===== config.mk =====
export PLATFORM = sky130hd
export DESIGN_NAME = board_writer
export DESIGN_NICKNAME = d
export VERILOG_FILES = /design/src/rtl/board_pkg.sv /design/src/rtl/board_writer_win_checker.sv /design/src/rtl/board_writer.sv
export SDC_FILE = /design/constraint.sdc
export NUM_CORES = 1
export LEC_CHECK = 0
export ABC_AREA = 1
export CAP_MARGIN = 20
export CORE_ASPECT_RATIO = 0.75
export CORE_MARGIN = 1
export CORE_UTILIZATION = 30
export CTS_CLUSTER_SIZE = 14
export DETAILED_ROUTE_END_ITERATION = 8
export GPL_TIMING_DRIVEN = 0
export PLACE_DENSITY = 0.47
export SLEW_MARGIN = 20
export SYNTH_ARGS = -nofsm -noshare
export SYNTH_HDL_FRONTEND = slang
export SYNTH_HIERARCHICAL = 1
export SYNTH_SLANG_ARGS = --single-unit
export TNS_END_PERCENT = 5

===== constraint.sdc =====
create_clock -name clk -period 5.4 [get_ports clk]
set_input_delay 1.35 -clock clk [delete_from_list [all_inputs] [get_ports clk]]
set_output_delay 1.35 -clock clk [all_outputs]
set_load 0.02 [all_outputs]

===== src/rtl/board_pkg.sv =====
// Shared tic-tac-toe encodings: cell codes, winner codes, FSM states,
// the eight winning lines and the (row,col) -> cell index mapping.
package board_pkg;

  localparam logic [1:0] CELL_EMPTY = 2'b00;
  localparam logic [1:0] CELL_X     = 2'b01;
  localparam logic [1:0] CELL_O     = 2'b10;
  localparam logic [1:0] CELL_HL    = 2'b11;

  localparam logic [1:0] WIN_NONE = 2'b00;
  localparam logic [1:0] WIN_X    = 2'b01;
  localparam logic [1:0] WIN_O    = 2'b10;
  localparam logic [1:0] WIN_DRAW = 2'b11;

  typedef enum logic [1:0] {
    ST_IDLE,
    ST_CHECK,
    ST_REDRAW,
    ST_DONE
  } state_t;

  // Cell indices of the 3 rows, 3 columns and 2 diagonals.
  localparam int LINE_CELLS [8][3] = '{
    '{0, 1, 2}, '{3, 4, 5}, '{6, 7, 8},
    '{0, 3, 6}, '{1, 4, 7}, '{2, 5, 8},
    '{0, 4, 8}, '{2, 4, 6}
  };

  // k = 3*row + col; stays within 4 bits even for the illegal row/col value 3.
  function automatic logic [3:0] cell_idx(input logic [1:0] row, input logic [1:0] col);
    return {1'b0, row, 1'b0} + {2'b00, row} + {2'b00, col};
  endfunction

endpackage


===== src/rtl/board_writer_win_checker.sv =====
// Combinational board evaluator: win flags per player, board-full flag and
// a mask of every cell that lies on a completed line.
module win_checker
  import board_pkg::*;
(
  input  logic [17:0] grid,
  output logic        x_win,
  output logic        o_win,
  output logic        full,
  output logic [8:0]  line_mask
);

  logic [1:0] cell_a;
  logic [1:0] cell_b;
  logic [1:0] cell_c;

  // NOTE: every signal written in always_comb gets a default first, so no path can infer a latch.
  always_comb begin
    x_win     = 1'b0;
    o_win     = 1'b0;
    full      = 1'b1;
    line_mask = '0;
    cell_a    = CELL_EMPTY;
    cell_b    = CELL_EMPTY;
    cell_c    = CELL_EMPTY;
    for (int k = 0; k < 9; k++) begin
      if (grid[2*k +: 2] == CELL_EMPTY) full = 1'b0;
    end
    for (int l = 0; l < 8; l++) begin
      cell_a = grid[2*LINE_CELLS[l][0] +: 2];
      cell_b = grid[2*LINE_CELLS[l][1] +: 2];
      cell_c = grid[2*LINE_CELLS[l][2] +: 2];
      if (cell_a == cell_b && cell_b == cell_c &&
          cell_a != CELL_EMPTY && cell_a != CELL_HL) begin
        if (cell_a == CELL_X) x_win = 1'b1;
        else                  o_win = 1'b1;
        line_mask[LINE_CELLS[l][0]] = 1'b1;
        line_mask[LINE_CELLS[l][1]] = 1'b1;
        line_mask[LINE_CELLS[l][2]] = 1'b1;
      end
    end
  end

endmodule


===== src/rtl/board_writer.sv =====
// Tic-tac-toe game-state owner: accepts moves, scores the board and requests
// redraws via req/ack. Optional BOARD_WIN_HIGHLIGHT_EN marks winning cells with code 11.
module board_writer
  import board_pkg::*;
(
  input  logic        clk,
  input  logic        resetn,
  input  logic        move_valid,
  input  logic [1:0]  move_row,
  input  logic [1:0]  move_col,
  output logic        move_ready,
  output logic        move_err,
  input  logic        new_game,
  output logic [17:0] grid,
  output logic        turn,
  output logic [1:0]  winner,
  output logic        game_over,
  output logic        redraw_req,
  input  logic        redraw_ack
);

  state_t     state;
  logic       toggle_pending;
  logic       x_win;
  logic       o_win;
  logic       full;
  logic [8:0] line_mask;
  logic [3:0] target_idx;
  logic [1:0] target_code;
  logic       move_legal;

  win_checker u_win_checker (
    .grid      (grid),
    .x_win     (x_win),
    .o_win     (o_win),
    .full      (full),
    .line_mask (line_mask)
  );

`ifndef BOARD_WIN_HIGHLIGHT_EN
  logic unused_line_mask;
  assign unused_line_mask = ^line_mask;
`endif

  assign move_ready = (state == ST_IDLE) && !new_game;
  assign game_over  = (winner != WIN_NONE);

  always_comb begin
    target_idx  = cell_idx(move_row, move_col);
    target_code = CELL_EMPTY;
    for (int k = 0; k < 9; k++) begin
      if (target_idx == 4'(k)) target_code = grid[2*k +: 2];
    end
    move_legal = (move_row != 2'd3) && (move_col != 2'd3) && (target_code == CELL_EMPTY);
  end

  // NOTE: sequential state uses non-blocking assignments so every register samples pre-edge values.
  always_ff @(posedge clk) begin
    if (!resetn) begin
      state          <= ST_IDLE;
      grid           <= '0;
      turn           <= 1'b0;
      winner         <= WIN_NONE;
      move_err       <= 1'b0;
      redraw_req     <= 1'b0;
      toggle_pending <= 1'b0;
    end else begin
      move_err <= 1'b0;
      case (state)
        ST_IDLE, ST_DONE: begin
          if (new_game) begin
            grid           <= '0;
            turn           <= 1'b0;
            winner         <= WIN_NONE;
            toggle_pending <= 1'b0;
            redraw_req     <= 1'b1;
            state          <= ST_REDRAW;
          end else if (state == ST_IDLE && move_valid) begin
            if (move_legal) begin
              for (int k = 0; k < 9; k++) begin
                if (target_idx == 4'(k)) grid[2*k +: 2] <= turn ? CELL_O : CELL_X;
              end
              toggle_pending <= 1'b1;
              state          <= ST_CHECK;
            end else begin
              move_err <= 1'b1;
            end
          end
        end
        ST_CHECK: begin
          // A completed line outranks a full board.
          if (x_win)      winner <= WIN_X;
          else if (o_win) winner <= WIN_O;
          else if (full)  winner <= WIN_DRAW;
          else            winner <= WIN_NONE;
`ifdef BOARD_WIN_HIGHLIGHT_EN
          for (int k = 0; k < 9; k++) begin
            if (line_mask[k]) grid[2*k +: 2] <= CELL_HL;
          end
`endif
          redraw_req <= 1'b1;
          state      <= ST_REDRAW;
        end
        ST_REDRAW: begin
          if (redraw_ack) begin
            redraw_req     <= 1'b0;
            toggle_pending <= 1'b0;
            if (game_over) begin
              state <= ST_DONE;
            end else begin
              state <= ST_IDLE;
              if (toggle_pending) turn <= ~turn;
            end
          end
        end
        default: state <= ST_IDLE;
      endcase
    end
  end

endmodule


=== Word level (Yosys, flattened, before mapping) ===
Index checks and enable logic that the tools add are counted.

* Memories: 0
* Bits in writable memories: 0
* Output and inout port bits: 25
* Word-level logic and storage cells: 229
* Bits in latches: 0
* Flip-flop bits (word level): 26
* ROM bits: 0
* Input port bits: 9

* $add $sub $neg: 2
* $lt $le $gt $ge: 0
* Reductions and logical operators: 76
* Shifts and indexed selects: 0
* Muxes and demuxes: 87
* Equality and inequality tests: 45
* Multiply operators: 0
* Div/mod/pow operators: 0
* Bitwise gates (word level): 4

{| class="wikitable"
|+ Operators with widths
! operator !! number
|-
| $mux W2 || 28
|-
| $mux W18 || 3
|-
| $mux W1 || 51
|-
| $reduce_and A4 Y1 || 10
|-
| $reduce_bool A2 Y1 || 19
|-
| $eq A2 B2 Y1 || 16
|-
| $logic_and A1 B1 Y1 || 28
|-
| $logic_not A2 Y1 || 11
|-
| $ne A2 B2 Y1 const B || 11
|-
| $eq A4 B3 Y1 const B || 4
|-
| $eq A2 B1 Y1 const B || 6
|-
| $eq A4 B2 Y1 const B || 2
|-
| $ne A3 B3 Y1 const B || 2
|-
| $pmux W2 S3 || 1
|-
| $reduce_and A5 Y1 || 1
|-
| $add A3 B2 Y4 || 1
|-
| $add A4 B2 Y4 || 1
|-
| $eq A2 B2 Y1 const B || 2
|-
| $eq A4 B1 Y1 const B || 1
|-
| $eq A4 B4 Y1 const B || 1
|-
| $logic_not A4 Y1 || 1
|-
| $not A1 Y1 || 4
|-
| $pmux W1 S2 || 2
|-
| $pmux W2 S2 || 1
|-
| 6 further kinds || 7
|}

=== Longest topological paths before layout ===
Gate-level depths: netlist (run 1).

* Word-level depth: 22
* Gate-level depth with buffers: 22
* Gate-level depth less buffers: 21

=== Cells and area by module ===
Netlist (run 1), hierarchy kept.

{| class="wikitable"
|+ Modules (own cells, without submodules)
! module !! times used !! area each (um^2) !! cells each
|-
| board_writer || 1 || 1,752.9 || 279
|-
| win_checker || 1 || 626.9 || 138
|}

=== Worst setup path before layout (run 1) ===
Ideal clock, no wire load.

* Kind: input to register
* Start: input port move_row[0]
* End: register grid[4]
* Buffers on the path: 1
* Required time: 5.290 ns
* Arrival time: 3.775 ns
* Setup slack: 1.515 ns
* Stages: 20
* Cell sequence: inv_1 -> fa_1 -> inv_1 -> ha_1 -> fa_1 -> nor2_4 -> nand2_1 -> nor2_1 -> nor3_2 -> nand3_1 -> nand2_1 -> nand2_1 -> nand2_2 -> nand2_2 -> nand2_4 -> buf_8 -> nand3_2 -> nand2_1 -> inv_1 -> nor2_1

* Longest elaborated chain between the ends: 16
* Elaborated cells on any way between the ends: 27
* Those cells by class: add/sub: 2; eq/ne: 9; mux: 9; reduce/logical: 7

{| class="wikitable"
|+ RTL lines
! what !! line !! text
|-
| start, declared || board_writer.sv:9 || <nowiki>input logic [1:0] move_row,</nowiki>
|-
| $add A3 B2 Y4 || board_pkg.sv:31 || <nowiki>return {1'b0, row, 1'b0} + {2'b00, row} + {2'b00, col};</nowiki>
|-
| $add A4 B2 Y4 || board_pkg.sv:31 ||
|-
| $logic_not A4 Y1 || board_writer.sv:52 || <nowiki>if (target_idx == 4'(k)) target_code = grid[2*k +: 2];</nowiki>
|-
| $mux W2 (9 in a row) || board_writer.sv:52 ||
|-
| $logic_not A2 Y1 || board_writer.sv:54 || <nowiki>move_legal = (move_row != 2'd3) && (move_col != 2'd3) && (target_code == CELL_EMPTY);</nowiki>
|-
| $logic_and A1 B1 Y1 || board_writer.sv:54 ||
|-
| $reduce_bool A2 Y1 (no line) || - ||
|-
| $reduce_and A4 Y1 (no line) (*) || - ||
|-
| end signal, assigned by index || board_writer.sv:81 || <nowiki>if (target_idx == 4'(k)) grid[2*k +: 2] <= turn ? CELL_O : CELL_X;</nowiki>
|-
| end, declared || board_writer.sv:14 || <nowiki>output logic [17:0] grid,</nowiki>
|}

Every way passes the cells marked *; elsewhere a longest branch is shown, timed or not.
A chain may end at the register's enable or synchronous reset.

=== Worst setup path in the final report (run 1) ===
Same ends and word-level chain as after synthesis.

==> flow_summary.ini, run 1 <==
[sta]
holdWs_ps = 473
setup_violations = 0
rsz0062_at_grt = false
fin_ws_ps = 972
post-route-min-period_ps = 4430
fin_setup_tns_ps = 0
skew_ps = 6.85
max_slew.worst_pin.slew_ps = 559
relSlewSlack_pct = 62.7
fin_crit_sh_pct = 82.0
max_freq_mhz = 226
finalMaxSlewViolations = 0
hold_viol_final = 0

[routing]
avgRoutedWirePerCell_um = 13.0
wl_mm = 7.07
drt_iter0_drc = 165
drcViolationCount = 0
via_per_inst = 4.70
drt_first_pass_iters = 4
detail-route-antenna-nets = 0
vias = 2556

[worst_setup_path]
crit_path_end_kind = flop
slowest_stage = fa_1
start_kind = input pin
reg2reg_depth = 8
cp.required_ps = 5590
worstSetupPathType = in2reg
slowest_delay_ps = 580
crit_path_start = move_row[0]
timing.rr.end = grid[6]
cp_data_arrival_time_ps = 4610
path_delay_family = adder cells
crit_path_cell_trace = clkdlybuf4s50_1 -> inv_1 -> fa_1 -> inv_1 -> ha_1 -> fa_1 -> nand2_2 -> inv_1 -> nand2_1 -> a21oi_1 -> nor2_1 -> nand3_1 -> nand2_1 -> nand2_1 -> nand2_2 -> nand2_2 -> nand2_4 -> buf_8 -> nand3_2 -> nand2_1 -> inv_1 -> nor2_1
r2r-start = state[0]
r2r_setup_slack_ps = 3230
cp_num_buf_inv = 6
crit_fanout = 10

[cts]
post-cts-setup-buffers = 0
clk_latency_ps = 280
cts.sinks = 26
cts_tree = yes
clockBufferDepth = 2
ctsHoldBuffers = 0
htreeDepth = 1
path_clk_slew_ps = 100
numCtsBuffers = 3
cts_resized = 0
root_buffer = clkbuf_8

[logic_synthesis]
synth.avg_cell_area_um2 = 5.72
yosys_warnings = 6
synthesis.area_mm2 = 0.00232
syn_inst = 406
syn-num-nets = 423

[floorplanning]
dieArea_mm2 = 0.00810
core_area_mm2 = 0.00743
die_h_um = 78.2
fp-row-count = 27
num_io_pins = 34
die_w_um = 104
initial_core_util_pct = 31.2

[finish]
antennaDiodeCount = 0
drive_gt1_share_pct = 8.58
nets = 461
area_growth_pct = 22.7
final_core_util_pct = 38.4

[grt]
track_usage_pct = 18.2
grt-ovfl-total = 0
antenna_found_initial = 0
grt_pass1_wl_mm = 11.7
grt_pass1_vias = 2387
grt_max_degree = 16

[worst_hold_path]
holdPathEnd = redraw_req
min_from = redraw_req
hold_path_depth = 2
hp-class = reg2reg

[power_and_ir_drop]
power_density_mw_per_mm2 = 489
irDropWorstVdd_uv = 185
leakage_nw = 1.40

[placement]
io_buffers = 33
dp_hpwl_mm = 5.41
place_congestion = 0.872
place_ws_ps = 690

[run_status]
status = complete, no violations

[run]
max_cap_violations = 0
[routing by layer]
| metal | global-route usage (%) | part of all wire, % | vias up | routed length [um] |
|---|---|---|---|---|
| li1 | - | - | 1349 | - |
| met1 | 25.5 | 52 | 1140 | 3690 |
| met2 | 29.3 | 41 | 57 | 2910 |
| met3 | 1.58 | 4.8 | 10 | 342 |
| met4 | 5.94 | 1.7 | 0 | 122 |
| met5 | 0 | 0 | - | 0 |
[metrics by stage]
stage / total power, mW / instance area [um2] / std cells
global placement: 1.22 / 2780 / 540
finish: 1.39 / 2850 / 544
detailed placement: 1.22 / 2780 / 540
CTS: 1.40 / 2850 / 544
global route: 1.54 / 2850 / 544
floorplan: 0.940 / 2320 / 406
[worst max path at each step]
stage	to	slack [ps]	cells past startpoint
after floorplan	grid[4]	1520	20
after global placement	grid[17]	690	22
after detailed placement	grid[17]	690	22
after CTS	grid[5]	980	22
after global routing	grid[4]	700	22
final	grid[4]	970	22
[worst reg2reg max path: stages (launching register included)]
cell	delay, ps
dfxtp_1	380
inv_1	80
ha_1	330
inv_1	110
clkbuf_1	450
clkbuf_1	440
nand4_1	160
nand2_1	100
nor2_1	40
[cell type report]
| cell class | count | area, um2 |
|---|---|---|
| repair buffers | 33 | 330 |
| clock inverters | 1 | 30.0 |
| inverters | 88 | 330 |
| flip-flops and latches | 26 | 520 |
| well taps | 101 | 126 |
| plain buffers | 8 | 52.6 |
| multi-input cells | 284 | 1420 |
| clock buffers | 3 | 41.3 |
| fillers | 859 | 4580 |
[cell usage in the layout (no fill, tap or decap), drive strengths merged, types with 2 or more instances in the layout]
cell type,instances
a21oi,12
buf,5
clkbuf,6
clkdlybuf4s50,33
dfxtp,26
fa,2
ha,6
inv,88
nand2,116
nand3,44
nand4,23
nor2,50
nor3,3
o21ai,23
[sequential cells by signal, summed over array words and instances (netlist names)]
register	cells
winner	2
toggle_pending	1
redraw_req	1
move_err	1
grid	18
turn	1
state	2
[power breakdown]
| group | switching (mW) | internal [mW] |
|---|---|---|
| Sequential | 0.123 | 0.249 |
| Combinational | 0.531 | 0.321 |
| Clock | 0.0714 | 0.0993 |
Note: power is estimated with default switching activity, not from simulation.
==> run 2, diff against run 1 <==
--- a/config.mk
+++ b/config.mk
@@ -13,7 +13,7 @@
 export CTS_CLUSTER_SIZE = 14
 export DETAILED_ROUTE_END_ITERATION = 8
 export GPL_TIMING_DRIVEN = 0
-export PLACE_DENSITY = 0.47
+export PLACE_DENSITY = 0.49
 export SLEW_MARGIN = 20
 export SYNTH_ARGS = -nofsm -noshare
 export SYNTH_HDL_FRONTEND = slang
==> constraint.sdc (replaced) <==
create_clock -name clk -period 4.05 [get_ports clk]
set_input_delay 1.0125 -clock clk [delete_from_list [all_inputs] [get_ports clk]]
set_output_delay 1.0125 -clock clk [all_outputs]
set_load 0.02 [all_outputs]
==> run 2 against run 1 <==
  * Sequential cell count is the same
  * Core utilization up 1.0 points
  * Register-to-register slack worse by 1300 ps
  * First-iteration DRC count decreased by 34%
  * Largest cell class unchanged
  * Cell area up 2.7%
  * Worst setup slack got worse by 720 ps
  * Critical endpoint is now grid[2]
  * Non-clock buffer count up 2
  * Clock-buffer cell count stayed put
  * Global-route usage decreased by 0.17 points
==> flow_summary.ini, run 2 (synthesis gave the netlist of run 1 again) <==
[cts]
root_buffer = clkbuf_8
cts.sinks = 26
clockBufferDepth = 2
clk_latency_ps = 280
htreeDepth = 1
numCtsBuffers = 3
cts_tree = yes
path_clk_slew_ps = 100

[grt]
grt_pass1_vias = 2443
grt_pass1_wl_mm = 11.7
grt_max_degree = 16
grt-ovfl-total = 0
track_usage_pct = 18.0
antenna_found_initial = 0

[finish]
nets = 464
reg_top3 = grid x18, state x2, winner x2
largest-register = grid
mostFrequentLayoutCell = nand2_1
final_cell_mix = nand2_1, inv_1, nor2_1
antennaDiodeCount = 0
largest_register_ffs = 18
stdcell_area_mm2 = 0.00293
area_growth_pct = 26.1
drive_gt1_share_pct = 10.1

[power_and_ir_drop]
p_clk_share_pct = 11.9
power_density_mw_per_mm2 = 649
p_sw_uw = 987
leakage_nw = 1.44
p_comb_share_pct = 62.2
seqPwrFrac_pct = 25.9
irDropWorstVdd_uv = 220
intPower_uw = 914
p_sw_share_pct = 51.9

[worst_setup_path]
worstSetupPathType = in2reg
slowest_stage = fa_2
crit_path_cell_trace = clkdlybuf4s15_1 -> inv_1 -> fa_1 -> inv_1 -> ha_2 -> fa_2 -> nand2_4 -> nor3_4 -> o21ai_1 -> nand2_1 -> inv_1 -> nand3_1 -> nand2_1 -> nand2_1 -> nand2_2 -> nand2_4 -> nand2_8 -> clkbuf_16 -> nand4_1 -> nand2_1 -> nor2_1
crit_path_end_kind = flop
cp.required_ps = 4280
crit_fanout = 6
start_kind = input pin
r2r-start = state[0]
crit_path_start = move_row[1]
slowest_delay_ps = 610
cp_data_arrival_time_ps = 4020
cp_common_cell = nand2_1
path_delay_family = adder cells
cp_num_buf_inv = 5

[sta]
fin_crit_sh_pct = 93.7
max_freq_mhz = 263
fin_setup_tns_ps = 0
max_slew.worst_pin.slew_ps = 488
skew_ps = 3.47
setup_violations = 0
fin_ws_ps = 253
hold_viol_final = 0
relSlewSlack_pct = 67.5
finalMaxSlewViolations = 0
post-route-min-period_ps = 3800
rsz0062_at_grt = false

[placement]
io_buffers = 33
dpl_cell_area_mm2 = 0.00278
place_ws_ps = -326
dp_hpwl_mm = 5.48
place_congestion = 0.861

[floorplanning]
die_h_um = 78.2
dieArea_mm2 = 0.00810
core_area_mm2 = 0.00743
die_w_um = 104
num_io_pins = 34
initial_core_util_pct = 31.2
fp-row-count = 27

[routing]
via_per_inst = 4.80
avgRoutedWirePerCell_um = 13.3
drt_first_pass_iters = 4
drt_iter0_drc = 109
wl_mm = 7.28
vias = 2624
drcViolationCount = 0
detail-route-antenna-nets = 0

[run_status]
status = complete, no violations

[run]
max_cap_violations = 0

[worst_hold_path]
hp-class = reg2reg
min_from = toggle_pending
## run 2: cell types whose count changed in the layout (fill, tap and decap cells not counted), sizes merged
cell	previous run	this run
dlymetal6s2s	0	2
clkdlybuf4s15	0	1
clkbuf	6	7
clkdlybuf4s50	33	30
nand2	116	117
buf	5	6
## run 2: worst paths after layout
kind	to	slack [ps]	cells past startpoint
worst max-delay path	grid[2]	250	21
worst min-delay path	toggle_pending	480	2
worst max register to register	grid[7]	1970	8
worst min register to register	toggle_pending	480	2
## run 2: through the flow
stage	cells	hold WS, ps	util, %	power (mW)
2_1_floorplan	406	439	-	1.25
3_3_place_gp	540	462	37.4	1.62
3_5_place_dp	540	465	37.4	1.63
4_1_cts	544	480	38.4	1.87
5_1_grt	547	513	39.4	2.09
6_report	547	476	39.4	1.90
## run 2: per-layer routing
layer / up-vias / global-route usage [%] / wire [um]
met5: - / 0 / 0
li1: 1365 / - / -
met1: 1186 / 24.5 / 3590
met3: 10 / 1.41 / 415
met4: 0 / 5.65 / 101
met2: 63 / 30.3 / 3170
## run 2: worst reg2reg max path: cells and delay by family, from the launching register on
kind | cells | cell delay (ps)
flops | 1 | 380
buf+inv | 4 | 1010
fa+ha+maj | 1 | 330
simple gates | 3 | 270
## run 2: area by class of cell
type	instances	area, um2
Buffer	8	52.6
Fill cell	841	4500
Clock inverter	1	30.0
Tap cell	101	126
Clock buffer	3	41.3
Timing Repair Buffer	35	368
Inverter	88	330
Sequential cell	26	520
Multi-Input combinational cell	285	1460
## run 2: what timing repair did
| action | in CTS | in global routing |
|---|---|---|
| buffers inserted | 0 | 1 |
| resized for setup | 2 | 10 |
| hold buffers | 0 | 0 |
| gates cloned | 0 | 2 |
| pin swaps | 0 | 10 |
| setup endpoints to repair | 5 | 21 |
## run 2: power groups by stage
stage / Clock [mW] / Sequential [mW] / Combinational [mW]
floorplan: 0 / 0.514 / 0.739
global placement: 0 / 0.500 / 1.12
detailed placement: 0 / 0.499 / 1.13
CTS: 0.235 / 0.493 / 1.14
global route: 0.242 / 0.510 / 1.33
finish: 0.227 / 0.492 / 1.18
==> run 3, diff against run 2 <==
--- a/config.mk
+++ b/config.mk
@@ -13,6 +13,7 @@
 export CTS_CLUSTER_SIZE = 14
 export DETAILED_ROUTE_END_ITERATION = 8
 export GPL_TIMING_DRIVEN = 0
+export HOLD_SLACK_MARGIN = 0.06
 export PLACE_DENSITY = 0.49
 export SLEW_MARGIN = 20
 export SYNTH_ARGS = -nofsm -noshare
==> results of run 3 <==
No change in the layout: final DEF, timing and power equal those of run 2.
